## src/rtl/forth_decode_stage.sv

```systemverilog
// Registered, handshaked decode stage for the Forth stack processor.
// It holds one decoded control bundle and can squash wrong-path fetches and stall behind memory reads.
module forth_decode_stage #(
  parameter int unsigned WIDTH    = 16,
  parameter int unsigned FLUSH_N  = 2,
  parameter int unsigned FLUSH_JZ = 1,
  parameter int unsigned MEM_LAT  = 1
) (
  input  logic             clk,
  input  logic             rst_n,
  input  logic             kill,
  input  logic             in_valid,
  input  logic [WIDTH-1:0] in_instr,
  output logic             in_ready,
  output logic             out_valid,
  input  logic             out_ready,
  output logic [1:0]       B_op,
  output logic             TWrite,
  output logic             NWrite,
  output logic             RWrite,
  output logic             MemRead,
  output logic             MemWrite,
  output logic             Jump,
  output logic             JumpZ,
  output logic             JumpReg,
  output logic [3:0]       AluOp,
  output logic [1:0]       Offset,
  output logic [1:0]       AOffset,
  output logic [WIDTH-1:0] imm,
  output logic             SelectImm,
  output logic             Swap
);

  localparam int unsigned FW = (FLUSH_N > 0) ? $clog2(FLUSH_N + 1) : 1;
  localparam int unsigned MW = (MEM_LAT > 1) ? $clog2(MEM_LAT) : 1;
  localparam bit JZ_FLUSH = (FLUSH_JZ != 0);
  localparam bit DO_FLUSH = (FLUSH_N > 0);
  localparam bit DO_WAIT  = (MEM_LAT > 1);

  typedef struct packed {
    logic [1:0]       b_op;
    logic             twrite;
    logic             nwrite;
    logic             rwrite;
    logic             memread;
    logic             memwrite;
    logic             jump;
    logic             jumpz;
    logic             jumpreg;
    logic [3:0]       aluop;
    logic [1:0]       offset;
    logic [1:0]       aoffset;
    logic [WIDTH-1:0] imm;
    logic             selectimm;
    logic             swap;
  } ctl_t;

  typedef enum logic [1:0] {RUN, FLUSH, MEMWAIT} state_t;

  state_t        state_q, state_d;
  ctl_t          ctl_q, ctl_d, dec;
  logic          valid_q, valid_d;
  logic [FW-1:0] fcnt_q, fcnt_d;
  logic [MW-1:0] mcnt_q, mcnt_d;
  logic          rdy_c, accept_c, fire_c, held_ct_c, held_mr_c;

  // Instruction decode, highest-priority format first
  always_comb begin
    dec = '0;
    if (in_instr[WIDTH-1]) begin
      dec.imm       = WIDTH'(in_instr[WIDTH-2:0]);
      dec.selectimm = 1'b1;
      dec.twrite    = 1'b1;
      dec.aluop     = 4'd10;
      dec.offset    = 2'd1;
    end else if (in_instr[WIDTH-1:WIDTH-7] == 7'd0) begin
      dec.b_op    = 2'd2;
      dec.jumpreg = 1'b1;
      dec.aoffset = 2'b11;
      dec.aluop   = 4'd10;
    end else if (in_instr[WIDTH-1:WIDTH-3] == 3'b001) begin
      dec.imm  = WIDTH'(in_instr[WIDTH-4:0]);
      dec.jump = 1'b1;
    end else if (in_instr[WIDTH-1:WIDTH-3] == 3'b010) begin
      dec.imm     = WIDTH'(in_instr[WIDTH-4:0]);
      dec.jump    = 1'b1;
      dec.aoffset = 2'd1;
      dec.aluop   = 4'd10;
      dec.rwrite  = 1'b1;
    end else if (in_instr[WIDTH-1:WIDTH-3] == 3'b011) begin
      dec.imm   = WIDTH'(in_instr[WIDTH-4:0]);
      dec.jumpz = 1'b1;
      dec.aluop = 4'd10;
      dec.swap  = 1'b1;
    end else begin
      dec.aluop   = in_instr[12:9];
      dec.b_op    = in_instr[8:7];
      dec.memread = (in_instr[8:7] == 2'd3);
      case (in_instr[6:5])
        2'd0:    dec.twrite   = 1'b1;
        2'd1:    dec.nwrite   = 1'b1;
        2'd2:    dec.rwrite   = 1'b1;
        default: dec.memwrite = 1'b1;
      endcase
      dec.offset  = in_instr[4:3];
      dec.aoffset = in_instr[2:1];
      dec.swap    = in_instr[0];
    end
  end

  assign held_ct_c = valid_q & (ctl_q.jump | ctl_q.jumpreg | (JZ_FLUSH & ctl_q.jumpz));
  assign held_mr_c = valid_q & ctl_q.memread;
  assign fire_c    = valid_q & out_ready;

  // Ready policy: a held transfer or memory read must leave before anything follows it
  always_comb begin
    rdy_c = 1'b0;
    case (state_q)
      RUN: begin
        if (!valid_q)                     rdy_c = 1'b1;
        else if (held_ct_c || held_mr_c)  rdy_c = 1'b0;
        else                              rdy_c = out_ready;
      end
      FLUSH:   rdy_c = 1'b1;
      default: rdy_c = 1'b0;
    endcase
  end

  assign accept_c = in_valid & rdy_c & ~kill;
  assign in_ready = rdy_c & rst_n & ~kill;

  always_comb begin
    state_d = state_q;
    ctl_d   = ctl_q;
    valid_d = valid_q;
    fcnt_d  = fcnt_q;
    mcnt_d  = mcnt_q;
    case (state_q)
      RUN: begin
        if (fire_c) valid_d = 1'b0;
        if (fire_c && held_ct_c && DO_FLUSH) begin
          state_d = FLUSH;
          fcnt_d  = FW'(FLUSH_N);
        end else if (fire_c && held_mr_c && DO_WAIT) begin
          state_d = MEMWAIT;
          mcnt_d  = MW'(MEM_LAT - 1);
        end
        if (accept_c) begin
          valid_d = 1'b1;
          ctl_d   = dec;
        end
      end
      FLUSH: begin
        // Only words actually taken from fetch count toward the squash
        if (accept_c) begin
          if (fcnt_q <= FW'(1)) begin
            state_d = RUN;
            fcnt_d  = '0;
          end else begin
            fcnt_d = fcnt_q - FW'(1);
          end
        end
      end
      MEMWAIT: begin
        if (mcnt_q <= MW'(1)) begin
          state_d = RUN;
          mcnt_d  = '0;
        end else begin
          mcnt_d = mcnt_q - MW'(1);
        end
      end
      default: state_d = RUN;
    endcase
    if (kill) begin
      state_d = RUN;
      valid_d = 1'b0;
      ctl_d   = '0;
      fcnt_d  = '0;
      mcnt_d  = '0;
    end
  end

  always_ff @(posedge clk or negedge rst_n) begin
    if (!rst_n) begin
      state_q <= RUN;
      ctl_q   <= '0;
      valid_q <= 1'b0;
      fcnt_q  <= '0;
      mcnt_q  <= '0;
    end else begin
      state_q <= state_d;
      ctl_q   <= ctl_d;
      valid_q <= valid_d;
      fcnt_q  <= fcnt_d;
      mcnt_q  <= mcnt_d;
    end
  end

  assign out_valid = valid_q;
  assign B_op      = ctl_q.b_op;
  assign TWrite    = ctl_q.twrite;
  assign NWrite    = ctl_q.nwrite;
  assign RWrite    = ctl_q.rwrite;
  assign MemRead   = ctl_q.memread;
  assign MemWrite  = ctl_q.memwrite;
  assign Jump      = ctl_q.jump;
  assign JumpZ     = ctl_q.jumpz;
  assign JumpReg   = ctl_q.jumpreg;
  assign AluOp     = ctl_q.aluop;
  assign Offset    = ctl_q.offset;
  assign AOffset   = ctl_q.aoffset;
  assign imm       = ctl_q.imm;
  assign SelectImm = ctl_q.selectimm;
  assign Swap      = ctl_q.swap;

endmodule

```

## config.mk

```make
export PLATFORM = sky130hd
export DESIGN_NAME = forth_decode_stage
export DESIGN_NICKNAME = d
export VERILOG_FILES = /design/src/rtl/forth_decode_stage.sv
export SDC_FILE = /design/constraint.sdc
export NUM_CORES = 1
export LEC_CHECK = 0
export BUFFER_PORTS_ARGS = -buffer_cell sky130_fd_sc_hd__buf_2
export CAP_MARGIN = 30
export CORE_ASPECT_RATIO = 1.2
export CORE_MARGIN = 2
export CORE_UTILIZATION = 46
export DETAILED_ROUTE_END_ITERATION = 16
export PLACE_DENSITY = 0.81
export SYNTH_ARGS = -nofsm -noshare
export SYNTH_HDL_FRONTEND = slang
export SYNTH_SLANG_ARGS = --single-unit
export TNS_END_PERCENT = 5
```

## constraint.sdc

```tcl
create_clock -name clk -period 1.63 [get_ports clk]
set_input_delay 0.0815 -clock clk [delete_from_list [all_inputs] [get_ports clk]]
set_output_delay 0.0815 -clock clk [all_outputs]
set_load 0.03 [all_outputs]
```

# Word-level counts from Yosys, hierarchy flattened
# Index checks and enable logic that the tools add are counted.
dict set report totals {
  in_bits 21
  wordCells 125
  register_bits 42
}
dict set report op_classes {
  n_eq_ne 12
  n_reduce_logical 15
  n_lt_le_gt_ge 2
  addsub 2
  mux 65
  bitwise_logic 10
}
# op count
set ops {}
lappend ops {{2-to-1 mux 36 bit} 3}
lappend ops {{2-to-1 mux 16 bit} 3}
lappend ops {{2-to-1 mux 2 bit} 16}
lappend ops {{2-to-1 mux 7 bit} 4}
lappend ops {{2-to-1 mux 1 bit} 27}
lappend ops {{2-to-1 mux 4 bit} 5}
lappend ops {{2-to-1 mux 18 bit} 1}
lappend ops {{2-to-1 mux 13 bit} 1}
lappend ops {{!= test 3 bit (second input constant)} 4}
lappend ops {{2-to-1 mux 8 bit} 1}
lappend ops {{AND 1 bit} 7}
lappend ops {{logical NOT 7 bit} 1}
lappend ops {{== test 2 bit (second input constant)} 3}
lappend ops {{== test 3 x 2 -> 1 bit (second input constant)} 2}
lappend ops {{2-to-1 mux 6 bit} 1}
lappend ops {{one-hot mux 2 bit (3 select lines)} 1}
lappend ops {{nonzero test 2 bit} 3}
lappend ops {{nonzero test 3 bit} 2}
lappend ops {{== test 2 x 1 -> 1 bit (second input constant)} 2}
lappend ops {{logical NOT 2 bit} 2}
lappend ops {{one-hot mux 2 bit (2 select lines)} 1}
lappend ops {{AND reduction 2 bit} 2}
lappend ops {{AND reduction 4 bit} 1}
lappend ops {{== test 3 x 1 -> 1 bit (second input constant)} 1}
lappend ops {{11 further kinds} 12}

# Depth between registers and ports, before layout
dict set report depth {
  depth_word 12
  mapped_depth 6
  depth_no_buf 4
}

# Worst setup path before layout
# No wires, ideal clock.
dict set report synth_timing {
  path_type {flip-flop to output port}
  startpoint {register ctl_q (netlist bit JumpReg)}
  endpoint {output port in_ready}
  t_arrival_ns 1.972
  slack_ns -0.424
  stages_incl_launch_ff 4
  path_cell_list {dfrtp_1 or3_1 o311a_2 nor3b_1}
}
dict set report synth_via {
  elab_chain_cells 9
}
# element line_no
set synth_rtl {}
lappend synth_rtl {{start: declaration} 61} ;# ctl_t ctl_q, ctl_d, dec;
lappend synth_rtl {{start signal: assignment} 192} ;# ctl_q <= ctl_d;
lappend synth_rtl {{bitwise OR 1 bit (2 in a row)} 111} ;# assign held_ct_c = valid_q & (ctl_q.jump | ctl_q.jumpreg | (JZ_FLUSH & ctl_q.jumpz));
lappend synth_rtl {{AND 1 bit} 111}
lappend synth_rtl {{logical OR 1 bit} 121} ;# else if (held_ct_c || held_mr_c) rdy_c = 1'b0;
lappend synth_rtl {{2-to-1 mux 1 bit} 121}
lappend synth_rtl {{2-to-1 mux 1 bit} 120} ;# if (!valid_q) rdy_c = 1'b1;
lappend synth_rtl {{one-hot mux 1 bit (2 select lines)} 118} ;# case (state_q)
lappend synth_rtl {{AND 1 bit (2 in a row)} 130} ;# assign in_ready = rdy_c & rst_n & ~kill;
lappend synth_rtl {{end: declaration} 14} ;# output logic in_ready,
# No other way between the ends.

# Worst setup path in the final report
# Ends and elaborated chain as after synthesis.

==> impl_metrics.ini <==
[detailed_routing]
detailedRoute.firstPassIterationCount = 4
route.vias.total = 1711
post-route-drc-count = 0
initialDrtViolationCount = 86
route.detailed.wl_per_inst_um = 14.07
wirelength_mm = 4.573
via_per_inst = 5.265
drtAntennaViolNets = 0

[floorplanning]
placeableCoreArea_um2 = 3973
floorplan.rows = 25
die_w_um = 62.83
initial_utilization = 0.4809
io-pin-count = 59
floorplan.die_area_um2 = 4687
dieHeight_um = 74.60

[final_layout]
mostFrequentLayoutCells = 56 x sky130_fd_sc_hd__buf_2, 37 x sky130_fd_sc_hd__dfrtp_1, 31 x sky130_fd_sc_hd__nand2_1, 31 x sky130_fd_sc_hd__a21oi_1, 22 x sky130_fd_sc_hd__nand3_1
nNetsFinal = 291
area_growth_from_synthesis_to_layout_pct = 26.78
finish.cell_count_without_fillers = 325
fillers = 365
antennaDiodeCount = 0
register_area_um2 = 978.4
multiInputGateArea_um2 = 810.8
final_common_cell = sky130_fd_sc_hd__buf_2
share_of_the_core_filled_with_cells = 0.6098
drive_above_1_share = 0.3395

[hold_path]
min_path_cells = 3
min-delay-start = in_instr[3]
min_path_type = input pin to flip-flop
worst_hold_path.endpoint = imm[3]

[timing]
setup_viol = 9
setup_total_negative_slack_ps = -483.9
finalHoldViolations = 0
skew_ps = 6.777
finalCriticalPeriod_ps = 1806
unrepaired_setup_endpoints_after_global_routing = true
hold_ws_ps = 53.08
period_share = 1.108
max_freq_ghz = 0.5539
setup_slack_ps = -175.5
final-max-slew-violation-count = 0

[pwr]
power.static_leakage_nw = 1.169
peak_supply_drop_uv = 590.6
power_density_nw_per_um2 = 895.3

[setup_path]
crit_chain = or3_4, o311a_4, nor3b_4, buf_6
crit_path_max_incr_delay_ps = 390
crit_path_top_delay_cell = sky130_fd_sc_hd__or3_4
worst-path-buf-inv = 1
r2r.worst_path.cells = 7
start_kind = flip-flop
type_of_the_setup_path_with_the_least_slack = flip-flop to output port
reg2reg_to = imm[10]
setup.worst_path.end_class = output port
data_required_time_at_the_worst_endpoint_ps = 1550
timing.rr.start = Jump
path_delay_family = simple AND/OR/NAND/NOR gates
worst-r2r-setup-slack_ps = -50
timing.critical_path.fanout_max = 2
cp_data_arrival_time_ps = 1720
crit_cells = 4

[global_route]
grt_start_max_net_pins = 40
grt_antenna_before_repair = 0
grt_pass1_vias = 1718
gr-total-overflow = 0
grt_pass1_wl_mm = 8.066
grt_usage = 0.2225

[placed_design]
port-buffer-count = 57
gpl.final_weighted_congestion = 0.7738
post-dp-hpwl_mm = 3.325
placed_cells_incl_taps = 314

[logic_synthesis]
syn-mean-instance-area_um2 = 9.275
synth.ff_latch_count = 39
post-synth-top-area-cell = sky130_fd_sc_hd__dfrtp_1
synthesis.yosys.warnings = 0
synth.distinct_cells = 36
syn-instance-count = 206
synth_seq_area_share = 0.5108
synth_nets = 227
synth_area_leaders = sky130_fd_sc_hd__dfrtp_1 51%, sky130_fd_sc_hd__a21oi_1 8.1%, sky130_fd_sc_hd__nand2_1 6.1%
share_of_yosys_cell_area_claimed_by_the_top_area_cell_type = 0.5108
syn-cell-area_um2 = 1911

[cts]
numClockSinks = 39
cts_tree = built
cts.htree.levels = 2
clock_latency_ps = 290
clock_tree.root_cell = sky130_fd_sc_hd__clkbuf_8
clockBufferDepth = 2
tritoncts.num_buffers = 5
clk_pin_slew_ps = 70

[run_status]
outcome = complete, but fails checks
failed_checks = setup timing

[job]
max_cap_violations = 0
[registers in the layout (all words and copies together), names as in the netlist]
| register | cells |
|---|---|
| imm | 15 |
| AluOp | 4 |
| AOffset | 2 |
| B_op | 2 |
| Offset | 2 |
| fcnt_q | 2 |
| Jump | 1 |
| JumpReg | 1 |
| JumpZ | 1 |
| MemRead | 1 |
| MemWrite | 1 |
| NWrite | 1 |
| RWrite | 1 |
| SelectImm | 1 |
| Swap | 1 |
| TWrite | 1 |
| out_valid | 1 |
| state_q | 1 |
[through the flow]
stage	setup WS [ps]	power, mW	cell area (um2)
5_1_grt	-244.6	2.281	2422
3_5_place_dp	9.294	1.547	2280
2_1_floorplan	-61.15	1.383	1923
3_3_place_gp	65.15	1.538	2280
4_1_cts	-170.4	2.188	2412
6_report	-175.5	2.169	2422
[cell usage after synthesis]
cell type	count
sky130_fd_sc_hd__o311ai_0	1
sky130_fd_sc_hd__o21ai_0	7
sky130_fd_sc_hd__nand3b_1	1
sky130_fd_sc_hd__or3b_1	1
sky130_fd_sc_hd__nor4_1	4
sky130_fd_sc_hd__dfrtp_1	39
sky130_fd_sc_hd__a21o_1	1
sky130_fd_sc_hd__mux2i_1	4
sky130_fd_sc_hd__clkbuf_8	2
sky130_fd_sc_hd__xnor2_1	1
sky130_fd_sc_hd__nor3_1	4
sky130_fd_sc_hd__nand4_1	2
sky130_fd_sc_hd__a211o_1	1
sky130_fd_sc_hd__a21oi_1	31
sky130_fd_sc_hd__nor2_4	1
sky130_fd_sc_hd__buf_4	4
sky130_fd_sc_hd__nand3_1	22
sky130_fd_sc_hd__nand2_1	31
sky130_fd_sc_hd__conb_1	1
sky130_fd_sc_hd__buf_6	3
sky130_fd_sc_hd__o2111ai_1	1
sky130_fd_sc_hd__or3_1	5
sky130_fd_sc_hd__nor3b_1	2
sky130_fd_sc_hd__and4bb_1	1
sky130_fd_sc_hd__clkbuf_1	4
sky130_fd_sc_hd__nor2b_1	1
sky130_fd_sc_hd__a311oi_1	2
sky130_fd_sc_hd__or4_1	1
sky130_fd_sc_hd__buf_2	4
sky130_fd_sc_hd__nor3_2	2
sky130_fd_sc_hd__nor2_1	10
sky130_fd_sc_hd__o311a_2	1
sky130_fd_sc_hd__and3_4	1
sky130_fd_sc_hd__a21oi_2	1
sky130_fd_sc_hd__mux2_2	1
sky130_fd_sc_hd__inv_1	8
[metal layers]
metal | vias up | share of wire | global-route usage
met4 | 0 | 0.016 | 0.09630
met1 | 819 | 0.42 | 0.2832
met3 | 6 | 0.048 | 0.04992
met2 | 47 | 0.52 | 0.3716
met5 | - | 0 | 0
li1 | 839 | - | -
[repair_timing]
action,4_1_cts,5_1_grt
setup buffers,2,0
resized for setup,5,2
setup endpoints to repair,11,32
endpoints found under the hold margin,39,0
hold buffers,1,0
[tightest hold or removal path, delay by kind of cell]
| family | cells | cell delay [ps] |
|---|---|---|
| buf+inv | 1 | 100 |
| simple gates | 1 | 60 |
| compound gates | 1 | 60 |
[power breakdown]
| group | total [mW] | internal [mW] | switching (mW) |
|---|---|---|---|
| Clock | 0.627 | 0.299 | 0.328 |
| Sequential | 1.05 | 1.02 | 0.0290 |
| Combinational | 0.495 | 0.174 | 0.321 |
[how the worst max path moves through the flow]
stage | slack, ps | from | endpoint
final | -180 | JumpReg | in_ready
after detailed placement | 9 | state_q[0] | imm[10]
after global placement | 70 | JumpReg | in_ready
after CTS | -170 | JumpReg | in_ready
after floorplan | -60 | JumpReg | in_ready
after global routing | -240 | JumpReg | in_ready
[area by class of cell]
cell class	count	area share
clock inverters	2	0.005165
multi-input cells	142	0.3347
flip-flops and latches	39	0.4039
inverters	8	0.01240
repair buffers	74	0.1860
well taps	54	0.02789
clock buffers	6	0.02996
[kinds of logic (layout without fill, tap and decap cells)]
| logic type | Yosys count | in the layout | share of synthesized area |
|---|---|---|---|
| simple gates | 89 | 89 | 0.2371 |
| other cells | 1 | 1 | 0.001963 |
| mux | 5 | 5 | 0.02685 |
| compound gates | 46 | 46 | 0.1369 |
| buf+inv | 25 | 90 | 0.08186 |
| xor+xnor | 1 | 1 | 0.004585 |
| flops | 39 | 39 | 0.5108 |
No activity file was read; power rests on OpenSTA's default activity.
